## config.mk

```make
export PLATFORM = sky130hd
export DESIGN_NAME = dffn_pipe_adder_flat
export DESIGN_NICKNAME = d
export VERILOG_FILES = /design/src/rtl/dffn_pipe_adder_if.sv /design/src/rtl/dffn_pipe_adder.sv /design/src/flat_wrapper.sv
export SDC_FILE = /design/constraint.sdc
export NUM_CORES = 2
export LEC_CHECK = 0
export BUFFER_PORTS_ARGS = -buffer_cell sky130_fd_sc_hd__clkbuf_2
export CAP_MARGIN = 20
export CELL_PAD_IN_SITES_DETAIL_PLACEMENT = 0
export CELL_PAD_IN_SITES_GLOBAL_PLACEMENT = 1
export CORE_ASPECT_RATIO = 1.4
export CORE_MARGIN = 4
export CORE_UTILIZATION = 49
export CTS_CLUSTER_DIAMETER = 40
export DETAILED_ROUTE_END_ITERATION = 8
export PLACE_DENSITY = 0.78
export SYNTH_ARGS = -nofsm -noshare
export SYNTH_HDL_FRONTEND = slang
export SYNTH_SLANG_ARGS = --single-unit
```

## constraint.sdc

```tcl
create_clock -name clk -period 3.5 [get_ports clk]
set_clock_uncertainty 0.1 [all_clocks]
set_input_delay 0.525 -clock clk [delete_from_list [all_inputs] [get_ports clk]]
set_output_delay 0.525 -clock clk [all_outputs]
set_load 0.01 [all_outputs]
```

## src/rtl/dffn_pipe_adder_if.sv

```systemverilog
// Handshake bundle for dffn_pipe_adder: sample input port, result output port and occupancy.
interface dffn_pipe_adder_if #(
  parameter int WIDTH = 32,
  parameter int DEPTH = 10
);
  localparam int CW = $clog2(DEPTH + 2);

  logic             in_valid;
  logic             in_ready;
  logic [WIDTH-1:0] a;
  logic [WIDTH-1:0] b;
  logic             out_valid;
  logic             out_ready;
  logic [WIDTH-1:0] sum;
  logic             ovf;
  logic [CW-1:0]    inflight;

  modport master (output in_valid, a, b, out_ready,
                  input  in_ready, out_valid, sum, ovf, inflight);
  modport slave  (input  in_valid, a, b, out_ready,
                  output in_ready, out_valid, sum, ovf, inflight);
endinterface

```

## src/rtl/dffn_pipe_adder.sv

```systemverilog
// Stallable DEPTH-stage adder pipeline: stage 0 adds a+b, later stages alternately add a/b copies.
// Define DFFN_OVF_FLAG_EN to carry a sticky per-sample carry-out flag to the ovf output.
module dffn_pipe_adder #(
  parameter int WIDTH = 32,
  parameter int DEPTH = 10
) (
  input  logic             clk,
  input  logic             rst_n,
  dffn_pipe_adder_if.slave bus
);
  localparam int CW = $clog2(DEPTH + 2);

  logic                        adv, acc_in, take;
  logic [DEPTH:0]              vld_q, vld_d;  // [DEPTH] is the output register
  logic [DEPTH-1:0][WIDTH-1:0] acc_q, acc_d;
  logic [DEPTH-1:0][WIDTH-1:0] opa_q, opa_d;
  logic [DEPTH-1:0][WIDTH-1:0] opb_q, opb_d;
  logic [WIDTH-1:0]            sum_q;
  logic [CW-1:0]               cnt_q, cnt_d;

  // One global enable: bubbles move with the samples, nothing compresses.
  assign adv    = !vld_q[DEPTH] || bus.out_ready;
  assign acc_in = bus.in_valid && adv;
  assign take   = vld_q[DEPTH] && bus.out_ready;

  assign bus.in_ready  = adv;
  assign bus.out_valid = vld_q[DEPTH];
  assign bus.sum       = sum_q;
  assign bus.inflight  = cnt_q;

`ifdef DFFN_OVF_FLAG_EN
  logic [DEPTH-1:0] ovf_q, ovf_d;
  logic             ovfo_q;
  logic [WIDTH:0]   wide;
`endif

  always_comb begin
    vld_d = {vld_q[DEPTH-1:0], bus.in_valid};
    acc_d = acc_q;
    opa_d = opa_q;
    opb_d = opb_q;
    opa_d[0] = bus.a;
    opb_d[0] = bus.b;
`ifdef DFFN_OVF_FLAG_EN
    ovf_d    = ovf_q;
    wide     = {1'b0, bus.a} + {1'b0, bus.b};
    acc_d[0] = wide[WIDTH-1:0];
    ovf_d[0] = wide[WIDTH];
`else
    acc_d[0] = bus.a + bus.b;
`endif
    for (int k = 1; k < DEPTH; k++) begin
      opa_d[k] = opa_q[k-1];
      opb_d[k] = opb_q[k-1];
`ifdef DFFN_OVF_FLAG_EN
      wide     = {1'b0, acc_q[k-1]} + {1'b0, (k % 2 == 1) ? opa_q[k-1] : opb_q[k-1]};
      acc_d[k] = wide[WIDTH-1:0];
      ovf_d[k] = ovf_q[k-1] | wide[WIDTH];
`else
      acc_d[k] = acc_q[k-1] + ((k % 2 == 1) ? opa_q[k-1] : opb_q[k-1]);
`endif
    end
  end

  always_comb begin
    cnt_d = cnt_q;
    if (acc_in && !take)      cnt_d = cnt_q + CW'(1);
    else if (!acc_in && take) cnt_d = cnt_q - CW'(1);
  end

  always_ff @(posedge clk or negedge rst_n) begin
    if (!rst_n) begin
      vld_q <= '0;
      acc_q <= '0;
      opa_q <= '0;
      opb_q <= '0;
      sum_q <= '0;
      cnt_q <= '0;
    end else begin
      cnt_q <= cnt_d;
      if (adv) begin
        vld_q <= vld_d;
        acc_q <= acc_d;
        opa_q <= opa_d;
        opb_q <= opb_d;
        sum_q <= acc_q[DEPTH-1];
      end
    end
  end

`ifdef DFFN_OVF_FLAG_EN
  always_ff @(posedge clk or negedge rst_n) begin
    if (!rst_n) begin
      ovf_q  <= '0;
      ovfo_q <= 1'b0;
    end else if (adv) begin
      ovf_q  <= ovf_d;
      ovfo_q <= ovf_q[DEPTH-1];
    end
  end
  assign bus.ovf = ovfo_q;
`else
  assign bus.ovf = 1'b0;
`endif

endmodule

```

## src/flat_wrapper.sv

```systemverilog
// flat-port wrapper written by rule: the top's interface ports become plain ports
module dffn_pipe_adder_flat 
#(
  parameter int WIDTH = 32,
  parameter int DEPTH = 10
)
  (clk, rst_n, bus_in_valid, bus_a, bus_b, bus_out_ready, bus_in_ready, bus_out_valid, bus_sum, bus_ovf, bus_inflight);
  dffn_pipe_adder_if #(.WIDTH(WIDTH), .DEPTH(DEPTH)) bus_i ();
  input  logic clk;
  input  logic rst_n;
  input wire logic [$bits(bus_i.in_valid)-1:0] bus_in_valid;
  input wire logic [$bits(bus_i.a)-1:0] bus_a;
  input wire logic [$bits(bus_i.b)-1:0] bus_b;
  input wire logic [$bits(bus_i.out_ready)-1:0] bus_out_ready;
  output wire logic [$bits(bus_i.in_ready)-1:0] bus_in_ready;
  output wire logic [$bits(bus_i.out_valid)-1:0] bus_out_valid;
  output wire logic [$bits(bus_i.sum)-1:0] bus_sum;
  output wire logic [$bits(bus_i.ovf)-1:0] bus_ovf;
  output wire logic [$bits(bus_i.inflight)-1:0] bus_inflight;
  assign bus_i.in_valid = bus_in_valid;
  assign bus_i.a = bus_a;
  assign bus_i.b = bus_b;
  assign bus_i.out_ready = bus_out_ready;
  assign bus_in_ready = bus_i.in_ready;
  assign bus_out_valid = bus_i.out_valid;
  assign bus_sum = bus_i.sum;
  assign bus_ovf = bus_i.ovf;
  assign bus_inflight = bus_i.inflight;
  dffn_pipe_adder #(.WIDTH(WIDTH), .DEPTH(DEPTH)) u_core (.clk(clk), .rst_n(rst_n), .bus(bus_i));
endmodule
```

==> results.py <==
metrics = {
    "setup_path": {
        "r2r_end": "u_core.acc_q[159]",
        "crit_path_cell_trace": "ha_1 > a211oi_2 > o211ai_1 > a211oi_2 > nor4bb_1 > buf_4 > a311oi_4 > o21bai_2 > or3_1 > a31oi_2 > xnor2_1 > a21oi_1",
        "worst_setup_path_end_kind": "flip-flop",
        "worstPathMaxFanout": 3,
        "critical-path-top-cell-by-count": "sky130_fd_sc_hd__a211oi_2",
        "arrival_time_at_the_worst_endpoint_ps": 3790,
        "buffers_and_inverters_on_the_worst_path": 1,
        "timing.rr.start": "u_core.opb_d[129]",
        "cp_data_required_time_ps": 3940,
        "start_kind": "flip-flop",
        "largest_stage_delay_worst_path_ps": 440,
        "worstRegToRegCells": 12,
        "critical_path.top_delay_family": "compound AO/OA/AOI/OAI gates",
        "critical-path-slowest-cell": "sky130_fd_sc_hd__a211oi_2",
        "regToRegSetupSlack_ps": 150,
        "start_to_end_type_of_the_worst_setup_path": "flip-flop to flip-flop",
    },
    "clocking": {
        "clock_tree_from_tritoncts": "done",
        "root_buffer": "sky130_fd_sc_hd__clkbuf_16",
        "ctsLongestPathBuffers": 3,
        "number_of_cts_inserted_buffers": 121,
        "clk_latency_ps": 710,
        "htreeDepth": 3,
        "path_clk_slew_ps": 60,
        "cts.sinks": 911,
    },
    "yosys": {
        "synth_edf_count": 0,
        "ys_async_sr_fraction_pct": 100,
        "synth_fp_nets": 5953,
        "synth-seq-cells": 911,
        "cell_type_with_the_highest_aggregate_area_in_the_netlist": "sky130_fd_sc_hd__dfrtp_1",
        "netlist_top_cells_area": "sky130_fd_sc_hd__dfrtp_1, sky130_fd_sc_hd__nand2_1, sky130_fd_sc_hd__ha_1",
        "netlist_instances": 5561,
        "synth_warnings": 0,
        "synth_flop_cell": "sky130_fd_sc_hd__dfrtp_1",
        "post_synth_most_frequent_cells": "sky130_fd_sc_hd__nand2_1, sky130_fd_sc_hd__dfrtp_1, sky130_fd_sc_hd__a21oi_1",
        "syn_area_per_cell_um2": 8.65,
        "synth_most_common_cell": "sky130_fd_sc_hd__nand2_1",
        "yosys.area.top_type_share_pct": 47.4,
        "post_synth_num_cell_types": 92,
        "synthesis.area_um2": 48100,
        "sequential_share_of_the_synthesized_area_pct": 47.4,
    },
    "grt": {
        "grt_antenna_before_repair": 0,
        "grt_start_max_net_pins": 198,
        "globalRoute.totalOverflow": 0,
        "wire_length_of_the_first_global_routing_pass_mm": 190,
        "vias_in_the_first_global_route": 38504,
        "groute.usage.overall_pct": 22.2,
    },
    "floorplanning": {
        "initial_core_util_pct": 49.5,
        "die-height_um": 379,
        "dieWidth_um": 273,
        "ios": 107,
        "coreArea_um2": 97100,
        "floorplan.rows": 135,
        "design.die.area_um2": 103000,
    },
    "drt": {
        "route.vias.total": 37386,
        "drcViolationCount": 0,
        "count_of_nets_left_with_antenna_violations_after_detail_routing": 0,
        "routed_via_density": 5.17,
        "wl_per_cell_um": 15.7,
        "tritonroute_pass_1_iters": 8,
        "finalWirelength_mm": 113,
        "drt_first_iter_violations": 1854,
    },
    "timing": {
        "min_period_ps": 3350,
        "max_slew_margin_pct": 34.4,
        "final-setup-viol-count": 0,
        "timing.fmax_ghz": 0.298,
        "drv_slew": 0,
        "max_slew.worst_pin.slew_ps": 984,
        "hold_violations_final": 0,
        "layout_worst_path_cycle_share_pct": 95.8,
    },
    "min_path": {
        "worstHoldPathType": "input pin to flip-flop",
        "worst_hold_path.endpoint": "u_core.opb_d[62]",
        "hold-path-cell-count": 3,
        "holdCritStartpoint": "bus_b[30]",
    },
    "place": {
        "dpl.hpwl_mm": 80.6,
        "port-buffer-count": 105,
        "gp_routability_congestion": 0.855,
        "placement.cell_area_um2": 51100,
    },
    "pwr": {
        "pwr_density_cell_nw_per_um2": 1160,
        "post-layout-total-power_uw": 65300,
        "vdd.ir_drop.worst_mv": 0.487,
        "cellLeakagePower_uw": 0.0283,
    },
    "flow_run": {
        "max_cap_viol_count": 0,
    },
    "finish": {
        "total_nets_final": 6217,
        "final_cell_area_um2": 56300,
        "post_route_cells_drive_above_1_share_pct": 10.4,
        "area_growth_syn_to_layout_pct": 17.0,
    },
    "outcome": {
        "run_status": "completed",
    },
}
-- report_power, final --
group / internal, uW / total [uW] / switching, uW
sequential: 15700 / 19000 / 3290
combinational: 14600 / 33600 / 18900
clock: 7740 / 12700 / 4960
-- stage by stage --
| stage | TNS [ps] | worst slack [ps] | cells | util (%) | hold slack, ps |
|---|---|---|---|---|---|
| 5_1_grt | -15.7 | -15.7 | 7231 | 58.0 | 58.9 |
| 2_1_floorplan | 0 | 267 | 5561 | - | 129 |
| 4_1_cts | 0 | 25.8 | 7225 | 57.7 | 16.9 |
| 3_5_place_dp | -800 | -230 | 6935 | 52.6 | 354 |
| 3_3_place_gp | -767 | -237 | 6935 | 52.6 | 344 |
| 6_report | 0 | 147 | 7232 | 58.0 | 62.9 |
-- flip-flops by register name, summed over array words and instances, names as in the netlist --
register / flops
u_core.opa_d: 288
u_core.opb_d: 256
u_core.bus.sum: 32
u_core.acc_q: 320
u_core.bus.inflight: 4
u_core.vld_q: 11
-- kinds of logic (layout without fill, tap and decap cells) --
| kind of cell | after synthesis | count (layout) | share of synthesized area (%) |
|---|---|---|---|
| XOR/XNOR | 278 | 278 | 5.06 |
| flip-flops | 911 | 911 | 47.4 |
| buffers and inverters | 287 | 656 | 2.25 |
| other | 1 | 2 | 0.00779 |
| multiplexers | 4 | 4 | 0.0910 |
| adder cells (fa/ha/maj) | 324 | 324 | 8.60 |
| AND/OR/NAND/NOR | 2612 | 2612 | 21.6 |
| AO/OA/AOI/OAI | 1144 | 1144 | 15.0 |
-- cell type report --
class	count	area, um2
antenna	1	2.50
clock buffer	149	3370
clock inverter	79	900
fill	8979	40800
inverter	61	236
multi-input combinational	4363	24500
sequential	911	22800
tap	1301	1630
timing repair buffer	367	2900
-- worst max-delay path by stage --
stage / start / endpoint / cells past startpoint
after global placement: bus_b[0] / u_core.acc_q[28] / 14
after detailed placement: bus_b[0] / u_core.acc_q[28] / 14
after CTS: u_core.opb_d[256] / u_core.acc_q[286] / 14
after global routing: u_core.opb_d[129] / u_core.acc_q[159] / 12
final: u_core.opb_d[129] / u_core.acc_q[159] / 12
after floorplan: u_core.opb_d[128] / u_core.acc_q[156] / 12
-- worst reg2reg max path, cell delays in order, from the launching register on --
cell and delay, ps:
sky130_fd_sc_hd__dfrtp_1 400, sky130_fd_sc_hd__ha_1 330, sky130_fd_sc_hd__a211oi_2 280, sky130_fd_sc_hd__o211ai_1 190
sky130_fd_sc_hd__a211oi_2 440, sky130_fd_sc_hd__nor4bb_1 110, sky130_fd_sc_hd__buf_4 180, sky130_fd_sc_hd__a311oi_4 250
sky130_fd_sc_hd__o21bai_2 140, sky130_fd_sc_hd__or3_1 370, sky130_fd_sc_hd__a31oi_2 200, sky130_fd_sc_hd__xnor2_1 130
sky130_fd_sc_hd__a21oi_1 80
-- timing repair --
item / 4_1_cts / 5_1_grt
hold buffers: 62 / 0
pin swaps: 3 / 24
resized for setup: 5 / 44
endpoints found under the hold margin: 90 / 0
setup buffers: 0 / 6
setup endpoints to repair: 8 / 40
-- cell usage in the layout, fill, tap and decap left out, types with 10 or more instances in the layout --
cell / netlist / layout
sky130_fd_sc_hd__and2_1: 18 / 18
sky130_fd_sc_hd__nand2b_1: 24 / 24
sky130_fd_sc_hd__o21ai_1: 29 / 31
sky130_fd_sc_hd__o21bai_1: 39 / 37
sky130_fd_sc_hd__clkbuf_8: 0 / 19
sky130_fd_sc_hd__xnor2_1: 136 / 136
sky130_fd_sc_hd__a21o_1: 164 / 164
sky130_fd_sc_hd__o21ai_0: 243 / 240
sky130_fd_sc_hd__bufinv_16: 0 / 11
sky130_fd_sc_hd__o31ai_1: 21 / 18
sky130_fd_sc_hd__clkbuf_16: 0 / 123
sky130_fd_sc_hd__o211ai_1: 25 / 25
sky130_fd_sc_hd__a21oi_2: 7 / 11
sky130_fd_sc_hd__and3_1: 23 / 23
sky130_fd_sc_hd__nand4_1: 27 / 27
sky130_fd_sc_hd__a31oi_1: 32 / 29
sky130_fd_sc_hd__clkinv_4: 0 / 16
sky130_fd_sc_hd__xor2_1: 142 / 142
sky130_fd_sc_hd__nand2_1: 2102 / 2102
sky130_fd_sc_hd__inv_6: 0 / 16
sky130_fd_sc_hd__nor2b_1: 23 / 22
sky130_fd_sc_hd__ha_1: 313 / 309
sky130_fd_sc_hd__buf_4: 1 / 181
sky130_fd_sc_hd__nand3_1: 39 / 39
sky130_fd_sc_hd__a21oi_1: 389 / 385
sky130_fd_sc_hd__dfrtp_1: 911 / 911
sky130_fd_sc_hd__clkinv_2: 0 / 12
sky130_fd_sc_hd__nor3_1: 27 / 27
sky130_fd_sc_hd__inv_1: 60 / 60
sky130_fd_sc_hd__or3_1: 10 / 10
sky130_fd_sc_hd__dlygate4sd3_1: 0 / 62
sky130_fd_sc_hd__clkinvlp_4: 0 / 16
sky130_fd_sc_hd__nor2_1: 266 / 265
sky130_fd_sc_hd__o21a_1: 28 / 28
sky130_fd_sc_hd__and4_1: 11 / 11
sky130_fd_sc_hd__a211oi_1: 44 / 39
sky130_fd_sc_hd__buf_12: 0 / 19
sky130_fd_sc_hd__clkbuf_2: 0 / 104
-- routing by layer --
metal | track usage, % | routed length, um
met1 | 26.6 | 48400
met2 | 39.9 | 56600
met3 | 2.35 | 2910
met4 | 10.5 | 5440
met5 | 0 | 0
Power figures use the tool's default switching activity.
